**config.mk**
```make
export PLATFORM = sky130hd
export DESIGN_NAME = mem_arbiter
export DESIGN_NICKNAME = d
export VERILOG_FILES = /design/src/rtl/mem_arbiter.sv
export SDC_FILE = /design/constraint.sdc
export NUM_CORES = 1
export LEC_CHECK = 0
export CORE_AREA = 5 5 228 230
export DETAILED_ROUTE_END_ITERATION = 10
export DIE_AREA = 0 0 233 235
export SETUP_SLACK_MARGIN = 0.2
export SYNTH_ARGS = -nofsm -noshare
export SYNTH_HDL_FRONTEND = slang
export SYNTH_SLANG_ARGS = --single-unit
```
**constraint.sdc**
```tcl
create_clock -name clk -period 5.2 [get_ports clk]
set_clock_uncertainty 0.2 [all_clocks]
set_input_delay 0.78 -clock clk [delete_from_list [all_inputs] [get_ports clk]]
set_output_delay 0.78 -clock clk [all_outputs]
set_load 0.02 [all_outputs]
```
**src/rtl/mem_arbiter.sv**
```systemverilog
// Two-port round-robin memory arbiter (port 0 = cpu, port 1 = debug loader)
// with a bounded lock for burst loading and a one-cycle registered read return.

module mem_arbiter_rsp #(
  parameter int N = 64
) (
  input  logic         clk,
  input  logic         reset,
  input  logic         gnt,
  input  logic         rd,
  input  logic [N-1:0] m_rdata,
  output logic         rvalid,
  output logic [N-1:0] rdata
);
  logic         rvalid_d, rvalid_q;
  logic [N-1:0] rdata_d, rdata_q;

  always_comb begin
    rvalid_d = gnt & rd;
    rdata_d  = rvalid_d ? m_rdata : rdata_q;
  end

  always_ff @(posedge clk or posedge reset) begin
    if (reset) begin
      rvalid_q <= 1'b0;
      rdata_q  <= '0;
    end else begin
      rvalid_q <= rvalid_d;
      rdata_q  <= rdata_d;
    end
  end

  assign rvalid = rvalid_q;
  assign rdata  = rdata_q;
endmodule

module mem_arbiter #(
  parameter int N       = 64,
  parameter int MAXLOCK = 16
) (
  input  logic         clk,
  input  logic         reset,
  input  logic         req_0,
  input  logic         lock_0,
  input  logic [1:0]   we_0,
  input  logic         rtype_0,
  input  logic [N-1:0] addr_0,
  input  logic [N-1:0] wdata_0,
  output logic         gnt_0,
  output logic         rvalid_0,
  output logic [N-1:0] rdata_0,
  input  logic         req_1,
  input  logic         lock_1,
  input  logic [1:0]   we_1,
  input  logic         rtype_1,
  input  logic [N-1:0] addr_1,
  input  logic [N-1:0] wdata_1,
  output logic         gnt_1,
  output logic         rvalid_1,
  output logic [N-1:0] rdata_1,
  output logic [1:0]   m_memwrite,
  output logic         m_readtype,
  output logic [N-1:0] m_adr,
  output logic [N-1:0] m_wdata,
  input  logic [N-1:0] m_rdata
);
  localparam int NP = 2;
  localparam int CW = $clog2(MAXLOCK + 1);
  localparam logic [CW-1:0] MAXC = CW'(MAXLOCK);

  typedef enum logic [1:0] {S_IDLE, S_LOCK0, S_LOCK1} st_e;

  logic [NP-1:0]        req, lock, rtype, rd, gnt_arb, gnt, rvalid;
  logic [NP-1:0][1:0]   we;
  logic [NP-1:0][N-1:0] addr, wdata, rdata;

  assign req   = {req_1, req_0};
  assign lock  = {lock_1, lock_0};
  assign rtype = {rtype_1, rtype_0};
  assign we    = {we_1, we_0};
  assign addr  = {addr_1, addr_0};
  assign wdata = {wdata_1, wdata_0};

  st_e           st_q, st_d;
  logic          ptr_q, ptr_d;
  logic [CW-1:0] cnt_q, cnt_d;
  logic          own, oth, win;

  always_comb begin
    st_d    = st_q;
    ptr_d   = ptr_q;
    cnt_d   = cnt_q;
    gnt_arb = '0;
    own     = (st_q == S_LOCK1);
    oth     = ~own;
    win     = 1'b0;
    if (st_q != S_IDLE && req[own]) begin
      if (cnt_q < MAXC || !req[oth]) begin
        gnt_arb[own] = 1'b1;
        cnt_d        = (cnt_q == MAXC) ? cnt_q : cnt_q + 1'b1;
        if (!lock[own]) begin
          st_d  = S_IDLE;
          cnt_d = '0;
          ptr_d = oth;
        end
      end else begin
        // Lock budget spent while the other port waits: hand it one slot.
        gnt_arb[oth] = 1'b1;
        st_d         = S_IDLE;
        cnt_d        = '0;
        ptr_d        = own;
      end
    end else begin
      // Plain round-robin; also covers a lock owner that stopped requesting.
      st_d  = S_IDLE;
      cnt_d = '0;
      if (req != '0) begin
        win          = (req == 2'b11) ? ptr_q : req[1];
        gnt_arb[win] = 1'b1;
        ptr_d        = ~win;
        if (lock[win]) begin
          st_d  = win ? S_LOCK1 : S_LOCK0;
          cnt_d = CW'(1);
        end
      end
    end
  end

  always_ff @(posedge clk or posedge reset) begin
    if (reset) begin
      st_q  <= S_IDLE;
      ptr_q <= 1'b0;
      cnt_q <= '0;
    end else begin
      st_q  <= st_d;
      ptr_q <= ptr_d;
      cnt_q <= cnt_d;
    end
  end

  assign gnt = gnt_arb & {NP{~reset}};

  always_comb begin
    m_memwrite = '0;
    m_readtype = 1'b0;
    m_adr      = '0;
    m_wdata    = '0;
    for (int p = 0; p < NP; p++) begin
      if (gnt[p]) begin
        m_memwrite = we[p];
        m_readtype = rtype[p];
        m_adr      = addr[p];
        m_wdata    = wdata[p];
      end
    end
  end

  for (genvar g = 0; g < NP; g++) begin : g_rsp
    assign rd[g] = (we[g] == 2'b00);
    mem_arbiter_rsp #(.N(N)) u_rsp (
      .clk     (clk),
      .reset   (reset),
      .gnt     (gnt[g]),
      .rd      (rd[g]),
      .m_rdata (m_rdata),
      .rvalid  (rvalid[g]),
      .rdata   (rdata[g])
    );
  end

  assign gnt_0    = gnt[0];
  assign gnt_1    = gnt[1];
  assign rvalid_0 = rvalid[0];
  assign rvalid_1 = rvalid[1];
  assign rdata_0  = rdata[0];
  assign rdata_1  = rdata[1];
endmodule

```
==> reports/metrics.cfg <==
[yosys]
synth-seq-area-share=0.4778
syn_nets=995
yosysUniqueCellTypes=33
yosysWarnings=0
synth_area_um2=7227
synth_area_per_cell_um2=10.93
synth-seq-cells=138
synthCells=661

[cells_and_area]
n_antenna_cell=0
area_growth_pct=100.8
final_cell_mix=clkdlybuf4s50_1, dfrtp_1, nor2_1, a32oi_1, mux2_2
final_net_count=1551
post-route-util=0.2923
drive_above_1_share=0.1098
mostFrequentLayoutCell=clkdlybuf4s50_1

[detailed_routing]
vias_per_cell=4.187
drc_errors=0
via_count=7963
ant_nets=0
totalWireLength_um=37320
drtIter0Drc=353
wl_per_cell_um=19.62
drt_first_pass_iters=4

[worst_setup_path]
crit_path_max_fanout=52
startpoint_type=input port
crit_start=req_1
r2r_start=cnt_q[4]$_DFFE_PP0P_
crit_type=input port to output port
endpoint_kind=output port
crit_required_ns=4.22
arrival_ns=3.47

[floorplan]
dieHeight_um=235
pin_count=595
coreArea_um2=49660
die_w_um=233
start_util=0.1455
die_area_um2=54760
floorplan.rows=82

[run_status]
status=complete, no violations

[clock_network]
post_cts_buffers=0
worstSkewPairLatency_ns=0.43
cts_buffer_depth=2
cts.sinks=138
cts_htree_levels=4
cts_tree=yes
numCtsBuffers=17
cts_hold_buf=0
clkSlewWorstSetupHoldPaths_ns=0.06
clk_root_buffer_cell=clkbuf_16
ctsResizeCount=0

[sta]
final_max_slew_viol_count=0
min_period_ns=4.452
setup_viol=0
tns_ns=0
worstMarginPinSlew_ns=0.8800
hold_slack_ns=0.1566
rsz0062_at_grt=false
fmax_mhz=224.6
hold_viol=0
period_share=0.8562
slew_headroom=0.4133

[power]
power_leakage_nw=5.534
p_per_area_nw_per_um2=338.4
peakVddDrop_mv=0.3504

[global_route]
use_met3=0.03948
grt-ovfl-total=0
grt_pass1_wl_um=54250
grt_use_total=0.1276
top_usage_layer=met2
grt_pass1_vias=8343
met2_usage=0.2261
antenna_found_initial=2
grt_max_degree=134
use_met1=0.1447

[placed_design]
gp_congestion=0.9135
hpwlAfterDp_um=29180
port_buffers=594

[job]
drv_cap=0

[hold_path]
hold_class=input port to async pin

worst max-delay path, stage by stage:
cell and delay [ns]:
clkdlybuf4s50_1 0.61, inv_1 0.13, a311oi_4 0.57, buf_12 0.31, a32oi_1 0.14, nor2_1 0.20, clkdlybuf4s50_1 0.67
cell usage after synthesis:
cell / instances / area, um2
dfrtp_1: 138 / 3453
nor2_1: 134 / 503.0
a32oi_1: 131 / 1147
mux2_2: 79 / 889.6
clkbuf_1: 49 / 183.9
mux2_1: 49 / 551.8
buf_2: 13 / 65.06
buf_4: 10 / 75.07
inv_1: 9 / 33.78
nand2_1: 8 / 30.03
a21oi_1: 4 / 20.02
nor3_1: 4 / 20.02
nand3_1: 3 / 15.01
nor2b_1: 3 / 18.77
o21ai_0: 3 / 15.01
a22oi_1: 2 / 15.01
and3_1: 2 / 12.51
buf_1: 2 / 7.510
ha_1: 2 / 25.02
nand2b_1: 2 / 12.51
xor2_1: 2 / 17.52
a21o_1: 1 / 7.510
a311o_1: 1 / 10.01
a311oi_2: 1 / 15.01
and2_1: 1 / 6.260
and3b_1: 1 / 8.760
and4b_1: 1 / 10.01
mux2i_1: 1 / 10.01
nand4b_1: 1 / 8.760
nor4bb_1: 1 / 10.01
o221ai_1: 1 / 8.760
or4bb_1: 1 / 11.26
xnor2_1: 1 / 8.760
flip-flops by register name (all words and copies together) (netlist names):
signal and count:
g_rsp.u_rsp.rdata 128, g_rsp.u_rsp.rvalid 2, ptr_q 1, st_q 2, cnt_q 5
power by group:
part / switching (W) / internal (W) / leakage (nW) / total (W)
Sequential: 0.000152 / 0.00136 / 1.68 / 0.00152
Clock: 0.000489 / 0.000768 / 0.293 / 0.00126
Combinational: 0.00104 / 0.00110 / 3.56 / 0.00214
metrics by stage:
stage / power [W] / area (um2) / cells / setup WS [ns]
after CTS: 0.004988 / 14510 / 1902 / 0.7497
after global routing: 0.005162 / 14510 / 1902 / 0.5828
final: 0.004911 / 14510 / 1902 / 0.7476
after floorplan: 0.002456 / 7231 / 661 / 0.4050
after global placement: 0.003655 / 13900 / 1870 / 0.7957
after detailed placement: 0.003685 / 13900 / 1870 / 0.7563
layer usage:
layer / share of wire / routed length, um
met4: 0.029 / 1083
met1: 0.38 / 14090
met5: 0 / 0
met3: 0.086 / 3199
met2: 0.51 / 18950
path summary, 6_finish.rpt:
kind	to	slack (ns)	depth (start not counted)
max in group asynchronous	g_rsp[1].u_rsp.rdata[16]$_DFFE_PP0P_	2.67	4
worst min-delay path	cnt_q[0]$_DFFE_PP0P_	0.16	2
worst min register to register	g_rsp[1].u_rsp.rdata[9]$_DFFE_PP0P_	0.29	1
min in group clk	g_rsp[1].u_rsp.rdata[9]$_DFFE_PP0P_	0.29	1
worst max-delay path	m_wdata[8]	0.75	7
worst max register to register	g_rsp[0].u_rsp.rdata[32]$_DFFE_PP0P_	2.28	6
final cells by class:
type	count	area, um2
multi-input combinational	440	3441
sequential	138	3453
fill	5219	35140
clock inverter	14	171.4
timing repair buffer	611	6131
tap	672	840.8
inverter	9	37.54
clock buffer	18	439.2
cell families (layout without fill, tap and decap cells):
family | Yosys count | count (layout) | share of synthesized area
adder cells (fa/ha/maj) | 2 | 2 | 0.003462
multiplexers | 129 | 129 | 0.2008
flip-flops | 138 | 138 | 0.4778
AND/OR/NAND/NOR | 162 | 162 | 0.09228
AO/OA/AOI/OAI | 144 | 144 | 0.1714
buffers and inverters | 83 | 652 | 0.05055
XOR/XNOR | 3 | 3 | 0.003636
(Power assumes the default switching activity.)
